**src/rtl/fifo_pack.sv**
```systemverilog
// Narrow-to-wide FIFO: 8-bit bytes in, little-endian 16-bit words out (first-word-fall-through).
// Optional pad-flush of a trailing odd byte when FIFO_PACK_FLUSH_EN is defined.
module fifo_pack #(
    parameter int ADDR_WIDTH = 3
) (
    input  logic        clk,
    input  logic        reset,
`ifdef FIFO_PACK_FLUSH_EN
    input  logic        flush,
`endif
    input  logic        wr,
    input  logic        rd,
    input  logic [7:0]  w_data,
    output logic [15:0] r_data,
    output logic        full,
    output logic        empty,
    output logic        half
);
    localparam int PW    = ADDR_WIDTH + 2;
    localparam int BYTES = 1 << (ADDR_WIDTH + 1);
    localparam logic [PW-1:0] CAP = {1'b1, {(PW-1){1'b0}}};

    logic [7:0]    mem [BYTES];
    logic [PW-1:0] wp, rp, count;
    logic [PW-2:0] rd_lo, rd_hi;
    logic          do_wr, do_rd, do_pad;

    assign count = wp - rp;
    assign full  = (count == CAP);
    assign empty = (count < PW'(2));
    assign half  = count[0];

    // Both requests are gated by the pre-edge flags, so a same-cycle rd never unblocks a write.
    assign do_wr = wr && !full;
    assign do_rd = rd && !empty;
`ifdef FIFO_PACK_FLUSH_EN
    // Capacity is even, so full cannot coincide with half and the pad write never stalls.
    assign do_pad = flush && !wr && half;
`else
    assign do_pad = 1'b0;
`endif

    // rp is always even, so the word's high byte sits at the odd neighbour.
    assign rd_lo  = rp[PW-2:0];
    assign rd_hi  = {rp[PW-2:1], 1'b1};
    assign r_data = {mem[rd_hi], mem[rd_lo]};

    // NOTE: the byte array is reset too, because r_data is observable straight from storage
    // and must read 16'h0000 while the FIFO is held in reset.
    always_ff @(posedge clk or negedge reset) begin
        if (!reset) begin
            wp <= '0;
            rp <= '0;
            for (int i = 0; i < BYTES; i++) mem[i] <= 8'h00;
        end else begin
            // NOTE: non-blocking updates let every pointer and byte read its pre-edge value.
            if (do_wr || do_pad) begin
                mem[wp[PW-2:0]] <= do_wr ? w_data : 8'h00;
                wp              <= wp + PW'(1);
            end
            if (do_rd) rp <= rp + PW'(2);
        end
    end
endmodule

```
**config.mk**
```make
export PLATFORM = sky130hd
export DESIGN_NAME = fifo_pack
export DESIGN_NICKNAME = d
export VERILOG_FILES = /design/src/rtl/fifo_pack.sv
export SDC_FILE = /design/constraint.sdc
export NUM_CORES = 1
export LEC_CHECK = 0
export CELL_PAD_IN_SITES_DETAIL_PLACEMENT = 1
export CELL_PAD_IN_SITES_GLOBAL_PLACEMENT = 1
export CORE_MARGIN = 2
export CORE_UTILIZATION = 40
export DETAILED_ROUTE_END_ITERATION = 6
export PLACE_DENSITY_LB_ADDON = 0.1
export RECOVER_POWER = 50
export SYNTH_ARGS = -nofsm -noshare
export SYNTH_HDL_FRONTEND = slang
export SYNTH_SLANG_ARGS = --single-unit
export TNS_END_PERCENT = 1
```
**constraint.sdc**
```tcl
create_clock -name clk -period 5.75 [get_ports clk]
set_input_delay 0.8625 -clock clk [delete_from_list [all_inputs] [get_ports clk]]
set_output_delay 0.8625 -clock clk [all_outputs]
set_load 0.05 [all_outputs]
```
# After elaboration in Yosys (flattened, before gate mapping)
# Cells that the tools add are included.
dict set report word_totals {
  register_bits 138
  latchBits 0
  ram_bits 0
  romBits 0
  in_bits 12
  output_inout_bits 19
  wordCells 45
  mem_count 0
}
dict set report classes {
  addsub 3
  n_mul 0
  div_mod_pow 0
  n_lt_le_gt_ge 5
  n_eq_ne 1
  shift 0
  muxes 10
  bitwise_logic 3
  reduce_logical 5
}
# op count
set ops {}
lappend ops {{$bwmux W128} 1}
lappend ops {{$bmux W8 S4} 2}
lappend ops {{$mux W8} 6}
lappend ops {{$demux W8 S4} 1}
lappend ops {{$ge A5 B5 Y1 const B} 3}
lappend ops {{$not A4 Y5} 3}
lappend ops {{$add A5 B1 Y5 const B} 1}
lappend ops {{$add A5 B2 Y5 const B} 1}
lappend ops {{$eq A5 B5 Y1 const B} 1}
lappend ops {{$lt A5 B1 Y1 const B} 1}
lappend ops {{$lt A5 B2 Y1 const B} 1}
lappend ops {{$sub A5 B5 Y5} 1}
lappend ops {{$logic_and A1 B1 Y1} 3}
lappend ops {{$logic_not A1 Y1} 2}

# Depth between registers and ports, before layout
dict set report depth {
  depth_word 6
  ltp_mapped 10
  depth_no_buf 9
}

# Least setup slack after synthesis
# Ideal clock, no wire load.
dict set report synth_timing {
  path_type {flip-flop to output port}
  from {register rp[3]}
  to {output empty}
  t_arrival_ns 2.589
  t_required_ns 4.888
  setup_slack_ns 2.298
  path_stages_with_launch 9
  n_path_buf 2
  path_cell_list {dfrtp_1 clkbuf_1 clkinv_1 clkbuf_1 ha_1 and3b_1 o21ai_1 nand2_1 nor2_1}
}
dict set report synth_between {
  elab_chain_cells 2
}
# item line
set synth_rtl {}
lappend synth_rtl {{start, declared} 24} ;# logic [PW-1:0] wp, rp, count;
lappend synth_rtl {{start signal, assigned} 61} ;# if (do_rd) rp <= rp + PW'(2);
lappend synth_rtl {{$sub A5 B5 Y5} 28} ;# assign count = wp - rp;
lappend synth_rtl {{$lt A5 B2 Y1} 30} ;# assign empty = (count < PW'(2));
lappend synth_rtl {{end, declared} 16} ;# output logic empty,
# Every way passes these cells.

# Final worst setup path
dict set report layout_timing {
  from {register rp[3]}
  to {output full}
}
dict set report layout_between {
  elab_chain_cells 2
}
# item line
set layout_rtl {}
lappend layout_rtl {{$sub A5 B5 Y5} 28}
lappend layout_rtl {{$eq A5 B5 Y1} 29} ;# assign full = (count == CAP);
lappend layout_rtl {{end, declared} 15} ;# output logic full,
# Every way passes these cells.

==> results.cfg <==
[run_status]
status = finished, violations left
violations = capacitance limit, slew limit

[setup_path]
end_kind = output port
path_class = reg -> out
crit_start = rp[3]
worst_setup_path_start_kind = register
r2r_cells = 8
r2r_setup_slack_ns = 1.90
cp.required_ns = 4.89
arrival_ns = 4.01
cp_max_fo = 19
r2r_start = rp[3]
worstReg2RegEnd = mem[51]
crit_path_end = full

[sta]
fmax_mhz = 205
fin_ws_ns = 0.876
hold_slack_ns = 0.470
finalSetupTns_ns = 0
setup_viol = 0
grt_setup_unrepaired = no
fin_crit_sh_pct = 84.8
fin_skew_ns = 0.00548
min_period_ns = 4.87
finalHoldViolCount = 0
max_slew.worst_pin.slew_ns = 3.19
slew-limit-headroom_pct = -113
drv_slew = 60

[detailed_routing]
finalWirelength_mm = 15.2
viasPerCell = 5.36
drc = 0
drtPass1Iterations = 4
wl_per_cell_um = 21.6
ant_nets = 0
dr_total_vias = 3773
first_iter_violations = 154

[die]
coreArea_mm2 = 0.0159
start_util_pct = 41.2
fp.dieH_um = 132
die-area_mm2 = 0.0175
die_w_um = 132
ios = 31
row_count = 46

[synthesis]
synth_warnings = 0
synth.ff_latch_count = 137
ys.flop_type = dfrtp_1
avgSynthCellArea_um2 = 14.7
syn_inst = 447
synth_area_mm2 = 0.00657
ys_top_cells_by_area = dfrtp_1, mux2_2, mux4_2
synth_top_area_cell = dfrtp_1
synth.distinct_cells = 41
synth_edf_count = 0
synth_top_area_share_pct = 52.2
seq_area_frac_synth_pct = 52.2
synth_nets = 468
async_flop_share_pct = 100

[cells_and_area]
drive_gt1_share_pct = 36.1
design_area_mm2 = 0.00772
areaGrowthSynthToFinish_pct = 17.6
multiInputGateArea_mm2 = 0.00299
nets = 495
seqCellArea_mm2 = 0.00343
nFillCells = 1586

[place]
routabilityCongestion = 0.739
dpl-instance-area_mm2 = 0.00705
dp.final_hpwl_mm = 9.27
io_buffers = 30
dp_worst_setup_slack_ns = 1.35

[clocking]
ctsHoldBuffers = 0
cts_resized = 0
clk_pin_slew_ns = 0.06
clk_latency_ns = 0.41
clk_path_buf_depth = 2
cts-buffers-inserted = 17
cts_sinks = 137
cts_tree = yes
cts-root-buf = clkbuf_16
htreeDepth = 4
cts_setup_buffers = 0

[worst_hold_path]
hold_class = in -> async

[power]
ir_drop_v = 0.000373
total_leakage_power_nw = 3.31
power-per-cell-area_mw_per_mm2 = 686

[global_route]
grtUsageTotal_pct = 18.8
grt_pass1_vias = 4240
grt_max_degree = 80
antenna_found_initial = 0
globalRouteOverflowTotal = 0
grt_pass1_wl_mm = 24.7

[job]
maxCapViolations = 1
per-stage QoR:
step                instances  total power, mW  util, %
CTS                       703             5.39     48.5
global placement          671             4.05     44.2
detailed placement        671             4.13     44.2
floorplan                 447             3.44        -
finish                    704             5.29     48.4
global route              703             5.61     48.4
routing by layer:
layer | vias to the layer above | global-route usage (%) | wire length [um]
met5 | - | 0 | 0
met4 | 0 | 4.71 | 172
met3 | 18 | 4.27 | 310
met2 | 29 | 31.1 | 7700
met1 | 2048 | 25.2 | 7010
li1 | 1678 | - | -
layout by cell type (no fill, tap or decap), drive strengths merged, types with 2 or more instances in the layout:
| cell type | count |
|---|---|
| dfrtp | 137 |
| mux2 | 130 |
| nand2 | 57 |
| mux4 | 32 |
| clkdlybuf4s50 | 27 |
| clkbuf | 22 |
| ha | 8 |
| nor3b | 7 |
| clkinv | 7 |
| xnor2 | 5 |
| bufinv | 5 |
| buf | 5 |
| inv | 4 |
| or4 | 4 |
| nor3 | 4 |
| xor2 | 3 |
| nor2b | 3 |
| nand4 | 3 |
| nor2 | 3 |
| o21ai | 2 |
| nor4b | 2 |
| dlygate4sd3 | 2 |
| a21oi | 2 |
critical path, cell delays in order, from the launching register on:
cell	delay [ns]
dfrtp_1	0.36
clkinv_1	0.61
ha_1	0.61
and3b_1	0.21
or3_1	0.43
a21oi_4	0.15
buf_4	0.35
clkdlybuf4s50_1	0.87
logic make-up (layout without fill, tap and decap cells):
family | count (synthesis) | in the layout | share of synthesized area (%)
compound gates | 9 | 9 | 1.07
xor+xnor | 8 | 8 | 1.07
fa+ha+maj | 9 | 9 | 1.83
buf+inv | 32 | 72 | 2.13
flops | 137 | 137 | 52.2
mux | 163 | 163 | 33.4
other cells | 0 | 1 | 0
simple gates | 89 | 89 | 8.25
registers in the layout (all words and copies together) (netlist names):
register / cells
mem: 128
wp: 5
rp: 4
synth_stat cells, types with 2 or more instances:
| cell | n |
|---|---|
| nor3b_2 | 3 |
| ha_1 | 8 |
| nor4b_4 | 2 |
| mux2_2 | 92 |
| xor2_1 | 3 |
| clkbuf_1 | 19 |
| buf_2 | 7 |
| xnor2_1 | 5 |
| dfrtp_1 | 137 |
| nor3b_4 | 3 |
| nor2b_1 | 3 |
| mux2_1 | 38 |
| or4_1 | 4 |
| nand4_1 | 3 |
| nor3_4 | 3 |
| nor2_1 | 2 |
| mux4_2 | 32 |
| inv_1 | 4 |
| nand2_1 | 57 |
layout make-up:
| type | instances | area share, % |
|---|---|---|
| diodes | 1 | 0.0324 |
| clock buffers | 21 | 6.22 |
| clock inverters | 11 | 2.48 |
| inverters | 5 | 0.243 |
| multi-input cells | 278 | 38.8 |
| flip-flops and latches | 137 | 44.4 |
| well taps | 216 | 3.50 |
| repair buffers | 35 | 4.34 |
power by group:
group,switching [mW],internal [mW],total [mW]
Clock,0.413,0.816,1.23
Sequential,0.256,1.43,1.68
Combinational,1.29,1.09,2.38
worst min-delay path by stage:
stage               startpoint  endpoint  slack, ns  cells past startpoint
floorplan              mem[23]   mem[23]       0.45                      1
global placement       mem[41]   mem[41]       0.46                      1
detailed placement     mem[40]   mem[40]       0.47                      1
CTS                    mem[40]   mem[40]       0.49                      1
global route           mem[40]   mem[40]       0.50                      1
finish                   reset   mem[33]       0.47                      1
No activity file was read; power rests on OpenSTA's default activity.
